<file path="src/rtl/video_pkg.sv">
// Shared definitions for the pixel-correction pipeline.
// Holds the default frame geometry, the colour depth and coordinate width
// shared with the correction stages, and the coordinate-generator state
// encoding.
package video_pkg;

  localparam int IMG_WIDTH_DEF  = 1280;
  localparam int IMG_HEIGHT_DEF = 720;
  localparam int DATA_WIDTH_DEF = 8;
  localparam int CNT_W_DEF      = 11;

  typedef enum logic {
    SYNC_WAIT = 1'b0,
    FRAME     = 1'b1
  } coord_state_t;

endpackage

</file>
<file path="src/rtl/video_coord_gen_if.sv">
// Pixel stream bundle around the coordinate generator.
//   Source side  : vs_i, de_i, r_i/g_i/b_i (raw timing + pixel)
//   Tagged side  : valid_o, vsync_o (EOF pulse), r_o/g_o/b_o,
//                  h_cnt_o/v_cnt_o (pixel coordinates)
// Modports:
//   master : the generator (consumes source, produces tagged stream)
//   slave  : the environment around it (drives source, observes tags)
interface video_coord_gen_if
  import video_pkg::*;
#(
  parameter int DATA_WIDTH = DATA_WIDTH_DEF,
  parameter int CNT_W      = CNT_W_DEF
) ();

  logic                  vs_i;
  logic                  de_i;
  logic [DATA_WIDTH-1:0] r_i;
  logic [DATA_WIDTH-1:0] g_i;
  logic [DATA_WIDTH-1:0] b_i;

  logic                  valid_o;
  logic                  vsync_o;
  logic [DATA_WIDTH-1:0] r_o;
  logic [DATA_WIDTH-1:0] g_o;
  logic [DATA_WIDTH-1:0] b_o;
  logic [CNT_W-1:0]      h_cnt_o;
  logic [CNT_W-1:0]      v_cnt_o;

  modport master (
    input  vs_i, de_i, r_i, g_i, b_i,
    output valid_o, vsync_o, r_o, g_o, b_o, h_cnt_o, v_cnt_o
  );

  modport slave (
    output vs_i, de_i, r_i, g_i, b_i,
    input  valid_o, vsync_o, r_o, g_o, b_o, h_cnt_o, v_cnt_o
  );

endinterface

</file>
<file path="src/rtl/video_sync_edge.sv">
// Timing-edge detector for raw video sync.
// Registers the normalised vsync level and the effective data enable and
// derives the frame-start edge and the line-end (falling de) strobe.
// Ports:
//   clk, rst_n : pixel clock, asynchronous active-low reset
//   vs_act     : vsync at its active level (polarity already applied)
//   de_eff     : data enable with vsync blanking already applied
//   vs_edge    : vsync just became active this cycle
//   line_end   : effective de just fell this cycle
module video_sync_edge (
  input  logic clk,
  input  logic rst_n,
  input  logic vs_act,
  input  logic de_eff,
  output logic vs_edge,
  output logic line_end
);

  logic vs_act_d;
  logic de_eff_d;

  always_ff @(posedge clk or negedge rst_n) begin
    if (!rst_n) begin
      vs_act_d <= 1'b0;
      de_eff_d <= 1'b0;
    end else begin
      vs_act_d <= vs_act;
      de_eff_d <= de_eff;
    end
  end

  assign vs_edge  = vs_act & ~vs_act_d;
  assign line_end = de_eff_d & ~de_eff;

endmodule

</file>
<file path="src/rtl/video_coord_gen.sv">
// Coordinate generator: first stage of the pixel-correction pipeline.
// Locks to the first vsync edge, then tags every in-range pixel with its
// column/row, suppresses pixels beyond the active window, emits a one-cycle
// EOF pulse per completed frame and keeps sticky line/frame error flags.
// All outputs are registered; a pixel at input cycle T appears at T+1.
// Ports:
//   clk, rst_n   : pixel clock, asynchronous active-low reset
//   vid          : source stream in, tagged stream out (master modport)
//   clr_err_i    : one-cycle pulse clearing the sticky error flags
//   line_err_o   : sticky, some line width differed from IMG_WIDTH
//   frame_err_o  : sticky, some frame had a bad line or wrong line count
//   frame_cnt_o  : completed-frame counter, wraps 65535 -> 0
module video_coord_gen
  import video_pkg::*;
#(
  parameter int   IMG_WIDTH  = IMG_WIDTH_DEF,
  parameter int   IMG_HEIGHT = IMG_HEIGHT_DEF,
  parameter int   DATA_WIDTH = DATA_WIDTH_DEF,
  parameter int   CNT_W      = CNT_W_DEF,
  parameter logic VS_POL     = 1'b1
) (
  input  logic                 clk,
  input  logic                 rst_n,
  video_coord_gen_if.master    vid,
  input  logic                 clr_err_i,
  output logic                 line_err_o,
  output logic                 frame_err_o,
  output logic [15:0]          frame_cnt_o
);

  localparam logic [CNT_W-1:0] W_C  = CNT_W'(IMG_WIDTH);
  localparam logic [CNT_W-1:0] H_C  = CNT_W'(IMG_HEIGHT);
  localparam logic [CNT_W-1:0] H1_C = CNT_W'(IMG_HEIGHT + 1);

  function automatic logic [CNT_W-1:0] sat_inc(input logic [CNT_W-1:0] val,
                                               input logic [CNT_W-1:0] lim);
    sat_inc = (val >= lim) ? lim : val + CNT_W'(1);
  endfunction

  logic vs_act;
  logic de_eff;
  logic vs_edge;
  logic line_end;

  assign vs_act = (vid.vs_i == VS_POL);
  assign de_eff = vid.de_i & ~vs_act;

  video_sync_edge u_sync_edge (
    .clk      (clk),
    .rst_n    (rst_n),
    .vs_act   (vs_act),
    .de_eff   (de_eff),
    .vs_edge  (vs_edge),
    .line_end (line_end)
  );

  coord_state_t          state, state_nx;
  logic [CNT_W-1:0]      hcnt, hcnt_nx;
  logic [CNT_W-1:0]      vcnt, vcnt_nx;
  // line_ovf remembers that the line ran past IMG_WIDTH, since hcnt
  // saturates and could otherwise look like an exact-width line.
  logic                  line_ovf, line_ovf_nx;
  logic                  frame_bad, frame_bad_nx;

  logic                  valid_nx;
  logic                  vsync_nx;
  logic [DATA_WIDTH-1:0] r_nx, g_nx, b_nx;
  logic [CNT_W-1:0]      h_out_nx, v_out_nx;
  logic                  line_set, frame_set;
  logic                  line_err_nx, frame_err_nx;
  logic [15:0]           frame_cnt_nx;

  always_comb begin
    state_nx     = state;
    hcnt_nx      = hcnt;
    vcnt_nx      = vcnt;
    line_ovf_nx  = line_ovf;
    frame_bad_nx = frame_bad;
    valid_nx     = 1'b0;
    vsync_nx     = 1'b0;
    r_nx         = vid.r_o;
    g_nx         = vid.g_o;
    b_nx         = vid.b_o;
    h_out_nx     = vid.h_cnt_o;
    v_out_nx     = vid.v_cnt_o;
    line_set     = 1'b0;
    frame_set    = 1'b0;
    frame_cnt_nx = frame_cnt_o;

    case (state)
      SYNC_WAIT: begin
        // No complete frame exists yet, so the first edge only locks.
        hcnt_nx      = '0;
        vcnt_nx      = '0;
        line_ovf_nx  = 1'b0;
        frame_bad_nx = 1'b0;
        if (vs_edge) begin
          state_nx = FRAME;
        end
      end

      FRAME: begin
        if (de_eff) begin
          if ((hcnt < W_C) && (vcnt < H_C)) begin
            valid_nx = 1'b1;
            r_nx     = vid.r_i;
            g_nx     = vid.g_i;
            b_nx     = vid.b_i;
            h_out_nx = hcnt;
            v_out_nx = vcnt;
          end else begin
            line_set = 1'b1;
          end
          if (hcnt >= W_C) begin
            line_ovf_nx = 1'b1;
          end
          hcnt_nx = sat_inc(hcnt, W_C);
        end

        // line_end is resolved before vs_edge so the EOF check sees the
        // line that closes in the same cycle.
        if (line_end) begin
          if ((hcnt != W_C) || line_ovf) begin
            line_set     = 1'b1;
            frame_bad_nx = 1'b1;
          end
          vcnt_nx     = sat_inc(vcnt, H1_C);
          hcnt_nx     = '0;
          line_ovf_nx = 1'b0;
        end

        if (vs_edge) begin
          vsync_nx     = 1'b1;
          frame_cnt_nx = frame_cnt_o + 16'd1;
          if ((vcnt_nx != H_C) || frame_bad_nx) begin
            frame_set = 1'b1;
          end
          vcnt_nx      = '0;
          hcnt_nx      = '0;
          line_ovf_nx  = 1'b0;
          frame_bad_nx = 1'b0;
        end
      end
    endcase

    // Set wins over a simultaneous clear.
    line_err_nx  = line_set  | (line_err_o  & ~clr_err_i);
    frame_err_nx = frame_set | (frame_err_o & ~clr_err_i);
  end

  always_ff @(posedge clk or negedge rst_n) begin
    if (!rst_n) begin
      state       <= SYNC_WAIT;
      hcnt        <= '0;
      vcnt        <= '0;
      line_ovf    <= 1'b0;
      frame_bad   <= 1'b0;
      vid.valid_o <= 1'b0;
      vid.vsync_o <= 1'b0;
      vid.r_o     <= '0;
      vid.g_o     <= '0;
      vid.b_o     <= '0;
      vid.h_cnt_o <= '0;
      vid.v_cnt_o <= '0;
      line_err_o  <= 1'b0;
      frame_err_o <= 1'b0;
      frame_cnt_o <= '0;
    end else begin
      state       <= state_nx;
      hcnt        <= hcnt_nx;
      vcnt        <= vcnt_nx;
      line_ovf    <= line_ovf_nx;
      frame_bad   <= frame_bad_nx;
      vid.valid_o <= valid_nx;
      vid.vsync_o <= vsync_nx;
      vid.r_o     <= r_nx;
      vid.g_o     <= g_nx;
      vid.b_o     <= b_nx;
      vid.h_cnt_o <= h_out_nx;
      vid.v_cnt_o <= v_out_nx;
      line_err_o  <= line_err_nx;
      frame_err_o <= frame_err_nx;
      frame_cnt_o <= frame_cnt_nx;
    end
  end

endmodule

</file>
<file path="src/flat_wrapper.sv">
// flat-port wrapper written by rule: the top's interface ports become plain ports
module video_coord_gen_flat import video_pkg::*;
#(
  parameter int   IMG_WIDTH  = IMG_WIDTH_DEF,
  parameter int   IMG_HEIGHT = IMG_HEIGHT_DEF,
  parameter int   DATA_WIDTH = DATA_WIDTH_DEF,
  parameter int   CNT_W      = CNT_W_DEF,
  parameter logic VS_POL     = 1'b1
)
  (clk, rst_n, clr_err_i, line_err_o, frame_err_o, frame_cnt_o, vid_vs_i, vid_de_i, vid_r_i, vid_g_i, vid_b_i, vid_valid_o, vid_vsync_o, vid_r_o, vid_g_o, vid_b_o, vid_h_cnt_o, vid_v_cnt_o);
  video_coord_gen_if #(.DATA_WIDTH(DATA_WIDTH), .CNT_W(CNT_W)) vid_i ();
  input  logic clk;
  input  logic rst_n;
  input  logic clr_err_i;
  output logic line_err_o;
  output logic frame_err_o;
  output logic [15:0] frame_cnt_o;
  input wire logic [$bits(vid_i.vs_i)-1:0] vid_vs_i;
  input wire logic [$bits(vid_i.de_i)-1:0] vid_de_i;
  input wire logic [$bits(vid_i.r_i)-1:0] vid_r_i;
  input wire logic [$bits(vid_i.g_i)-1:0] vid_g_i;
  input wire logic [$bits(vid_i.b_i)-1:0] vid_b_i;
  output wire logic [$bits(vid_i.valid_o)-1:0] vid_valid_o;
  output wire logic [$bits(vid_i.vsync_o)-1:0] vid_vsync_o;
  output wire logic [$bits(vid_i.r_o)-1:0] vid_r_o;
  output wire logic [$bits(vid_i.g_o)-1:0] vid_g_o;
  output wire logic [$bits(vid_i.b_o)-1:0] vid_b_o;
  output wire logic [$bits(vid_i.h_cnt_o)-1:0] vid_h_cnt_o;
  output wire logic [$bits(vid_i.v_cnt_o)-1:0] vid_v_cnt_o;
  assign vid_i.vs_i = vid_vs_i;
  assign vid_i.de_i = vid_de_i;
  assign vid_i.r_i = vid_r_i;
  assign vid_i.g_i = vid_g_i;
  assign vid_i.b_i = vid_b_i;
  assign vid_valid_o = vid_i.valid_o;
  assign vid_vsync_o = vid_i.vsync_o;
  assign vid_r_o = vid_i.r_o;
  assign vid_g_o = vid_i.g_o;
  assign vid_b_o = vid_i.b_o;
  assign vid_h_cnt_o = vid_i.h_cnt_o;
  assign vid_v_cnt_o = vid_i.v_cnt_o;
  video_coord_gen #(.IMG_WIDTH(IMG_WIDTH), .IMG_HEIGHT(IMG_HEIGHT), .DATA_WIDTH(DATA_WIDTH), .CNT_W(CNT_W), .VS_POL(VS_POL)) u_core (.clk(clk), .rst_n(rst_n), .vid(vid_i), .clr_err_i(clr_err_i), .line_err_o(line_err_o), .frame_err_o(frame_err_o), .frame_cnt_o(frame_cnt_o));
endmodule
</file>
<file path="config.mk">
export PLATFORM = sky130hd
export DESIGN_NAME = video_coord_gen_flat
export DESIGN_NICKNAME = d
export VERILOG_FILES = /design/src/rtl/video_pkg.sv /design/src/rtl/video_coord_gen_if.sv /design/src/rtl/video_sync_edge.sv /design/src/rtl/video_coord_gen.sv /design/src/flat_wrapper.sv
export SDC_FILE = /design/constraint.sdc
export NUM_CORES = 1
export LEC_CHECK = 0
export ABC_AREA = 0
export ABC_CLOCK_PERIOD_IN_PS = 4000
export BUFFER_PORTS_ARGS = -buffer_cell sky130_fd_sc_hd__buf_2
export CAP_MARGIN = 15
export CORE_UTILIZATION = 25
export CTS_BUF_LIST = sky130_fd_sc_hd__clkbuf_8
export DETAILED_ROUTE_END_ITERATION = 12
export PLACE_DENSITY = 0.46
export SYNTH_ARGS = -nofsm -noshare
export SYNTH_HDL_FRONTEND = slang
export SYNTH_SLANG_ARGS = --single-unit
</file>
<file path="constraint.sdc">
create_clock -name clk -period 4 [get_ports clk]
set_clock_uncertainty 0.1 [all_clocks]
set_input_delay 1.2 -clock clk [delete_from_list [all_inputs] [get_ports clk]]
set_output_delay 1.2 -clock clk [all_outputs]
set_load 0.01 [all_outputs]
</file>
==> run metrics <==
worst min path class reg -> reg; Syn Nets 397; initial drt markers 129; ANT nets after route 0; critical path startpoint category input port; Cell Count, Final, Fillers Out 674; EDFF count, synth 0; fill count 1637; post-synthesis instance total 363; Post-Syn Area 4089 um2; post-synthesis sequential area ratio 56.92%; prevailing post-synth register cell dfrtp_1; placed cell areas 4815 um2; clock slew at reported path FFs 0.08 ns; root buf cell clkbuf_8; CP max stage cell and3_1; CTS buffer count 9; commonest cells after routing, fill and taps aside buf_2 (93), dfrtp_1 (93), nand2_1 (44), mux2_1 (42), o21ai_1 (20); layout cells sized above 1 25.76%; power per cell area 393.2 nW/um2; crit path kind in -> reg; element type at the critical path end flop; RSZ-0062 raised after global routing no; first-pass GRT wire length 15150 um; crit-path max FO 42; #FFs+latches synth 93; Worst VDD drop 0.1401 mV; starting density of the core 25.65%; Port Buf Inserts 94; arrival time at the worst endpoint 2.99 ns; vias in the first global route 2977; worst-path cell chain buf_2 -> nand2b_1 -> inv_2 -> and3_1 -> nand2_2 -> buf_12 -> mux2_1; Post-CTS Hold Buffers 0; CTS tree yes; hpwl dp 6494 um; Residual DRC 0; final worst setup slack 1.156 ns; pin count of the biggest net entering global routing 94; ant diodes 0; area grow syn2layout 21.82%; setup violators final 0; clock sinks 93; post-DR wirelength/cell 13.69 um; TritonRoute pass-1 iters 4; Req. time, crit path 4.15 ns; Sum Neg Setup Slack 0 ns; chip height 129.9 um; H-tree Lvls 3; family with the most delay on the worst path simple AND/OR/NAND/NOR gates; DR vias 3002; post-synth cell types 42; Final #Nets 489; synth warn 0; pre-CTS WS 0.7658 ns; CTS Buffer Depth 2; num ports 95; CTS-repair resized insts 0; DIE WIDTH 129.9 um; CP max stage delay 0.39 ns; num rows 46; Core Region 15940 um2; Rel. slew slack 63.98%; asr flop ratio synth 100.0%; postcts setup bufs 0; Vias/cell 4.454; Post-Place Cells 660; status finished clean; total leakage power 2.454 nW; final total power 1.958 mW; Final Cycle Share 71.10%; initial antenna violation count 0; GRT Residual Overflow 0; # Max-Cap Violations 0; Finished Cell Area 4981 um2; total wire length 9226 um; Final Hold Fails 0; Final GP Congestion 0.7849; fmax 351.6 MHz; Post-Syn Area per Cell 11.26 um2; worst hold slack 0.3710 ns; actual slew at the worst max-slew pin 0.5403 ns; Die Area 16870 um2; CP bufs+invs 3; fin util 31.24%; clk_lat worst skew 0.37 ns; Slew Viols, Final 0; All-Layer GR Usage 11.81%; min Tclk post-route 2.844 ns
## synth_stat cells, types with 2 or more instances
master / number / share of area, %
a211oi_1: 2 / 0.37
a21oi_1: 10 / 1.2
a31oi_1: 4 / 0.61
and2_1: 2 / 0.31
and3_1: 16 / 2.4
buf_2: 6 / 0.73
clkbuf_1: 10 / 0.92
dfrtp_1: 93 / 57
ha_1: 5 / 1.5
inv_1: 4 / 0.37
inv_2: 5 / 0.46
mux2_1: 42 / 12
nand2_1: 45 / 4.1
nand2b_1: 4 / 0.61
nand3_1: 14 / 1.7
nand3b_1: 2 / 0.37
nand4_1: 4 / 0.61
nor2_1: 18 / 1.7
nor2b_1: 2 / 0.31
nor3_1: 4 / 0.49
nor4b_1: 2 / 0.43
o21a_1: 2 / 0.37
o21ai_0: 7 / 0.86
o21ai_1: 20 / 2.4
or4_1: 3 / 0.55
xnor2_1: 15 / 3.2
xor2_1: 7 / 1.5
## cells by family after synthesis
group / share of synthesized area, %
buffers and inverters: 2.479
adder cells (fa/ha/maj): 1.530
AND/OR/NAND/NOR: 14.63
XOR/XNOR: 4.712
multiplexers: 11.81
AO/OA/AOI/OAI: 7.925
flip-flops: 56.92
## layer usage
metal | GRT usage [%] | wire (um) | vias to the layer above
met5 | 0 | 0 | -
met4 | 7.045 | 239 | 0
met3 | 2.419 | 401 | 16
met2 | 17.93 | 4162 | 71
met1 | 15.52 | 4422 | 1471
li1 | - | - | 1444
## path summary, 6_finish.rpt
path | cells after the start | slack, ns | endpoint | startpoint
worst max register to register | 6 | 1.69 | u_core.vid.r_o[6] | u_core.vcnt[5]
min in group asynchronous | 2 | 0.73 | u_core.vid.h_cnt_o[4] | rst_n
worst min-delay path | 1 | 0.37 | u_core.frame_cnt_o[15] | u_core.frame_cnt_o[15]
worst max-delay path | 7 | 1.16 | u_core.vid.r_o[6] | vid_vs_i
max in group asynchronous | 2 | 2.62 | u_core.vid.g_o[7] | rst_n
worst min register to register | 1 | 0.37 | u_core.frame_cnt_o[15] | u_core.frame_cnt_o[15]
## worst register-to-register path, delay by kind of cell, from the launching register on
kind | cells | cell delay (ns)
AND/OR/NAND/NOR | 2 | 0.51
buffers and inverters | 1 | 0.26
AO/OA/AOI/OAI | 2 | 0.47
multiplexers | 1 | 0.35
flip-flops | 1 | 0.50
## where the power goes
part	internal, mW	switching, mW
combinational	0.136	0.166
sequential	1.02	0.0655
clock	0.249	0.319
total	1.41	0.550
## area by class of cell
type	count	area [um2]	share of cell area (%)
multi-input cells	245	1663	33.38
inverters	9	33.78	0.6782
clock inverters	3	15.01	0.3014
well taps	216	270.3	5.426
clock buffers	11	151.4	3.039
repair buffers	97	520.5	10.45
flip-flops and latches	93	2327	46.72
## state kept, by name, indices dropped and copies added (netlist names), 8 cells and up
signal              count
u_core.frame_cnt_o     16
u_core.vid.v_cnt_o     11
u_core.hcnt            11
u_core.vid.h_cnt_o     11
u_core.vid.g_o          8
u_core.vcnt            11
u_core.vid.b_o          8
u_core.vid.r_o          8
(Power assumes the default switching activity.)
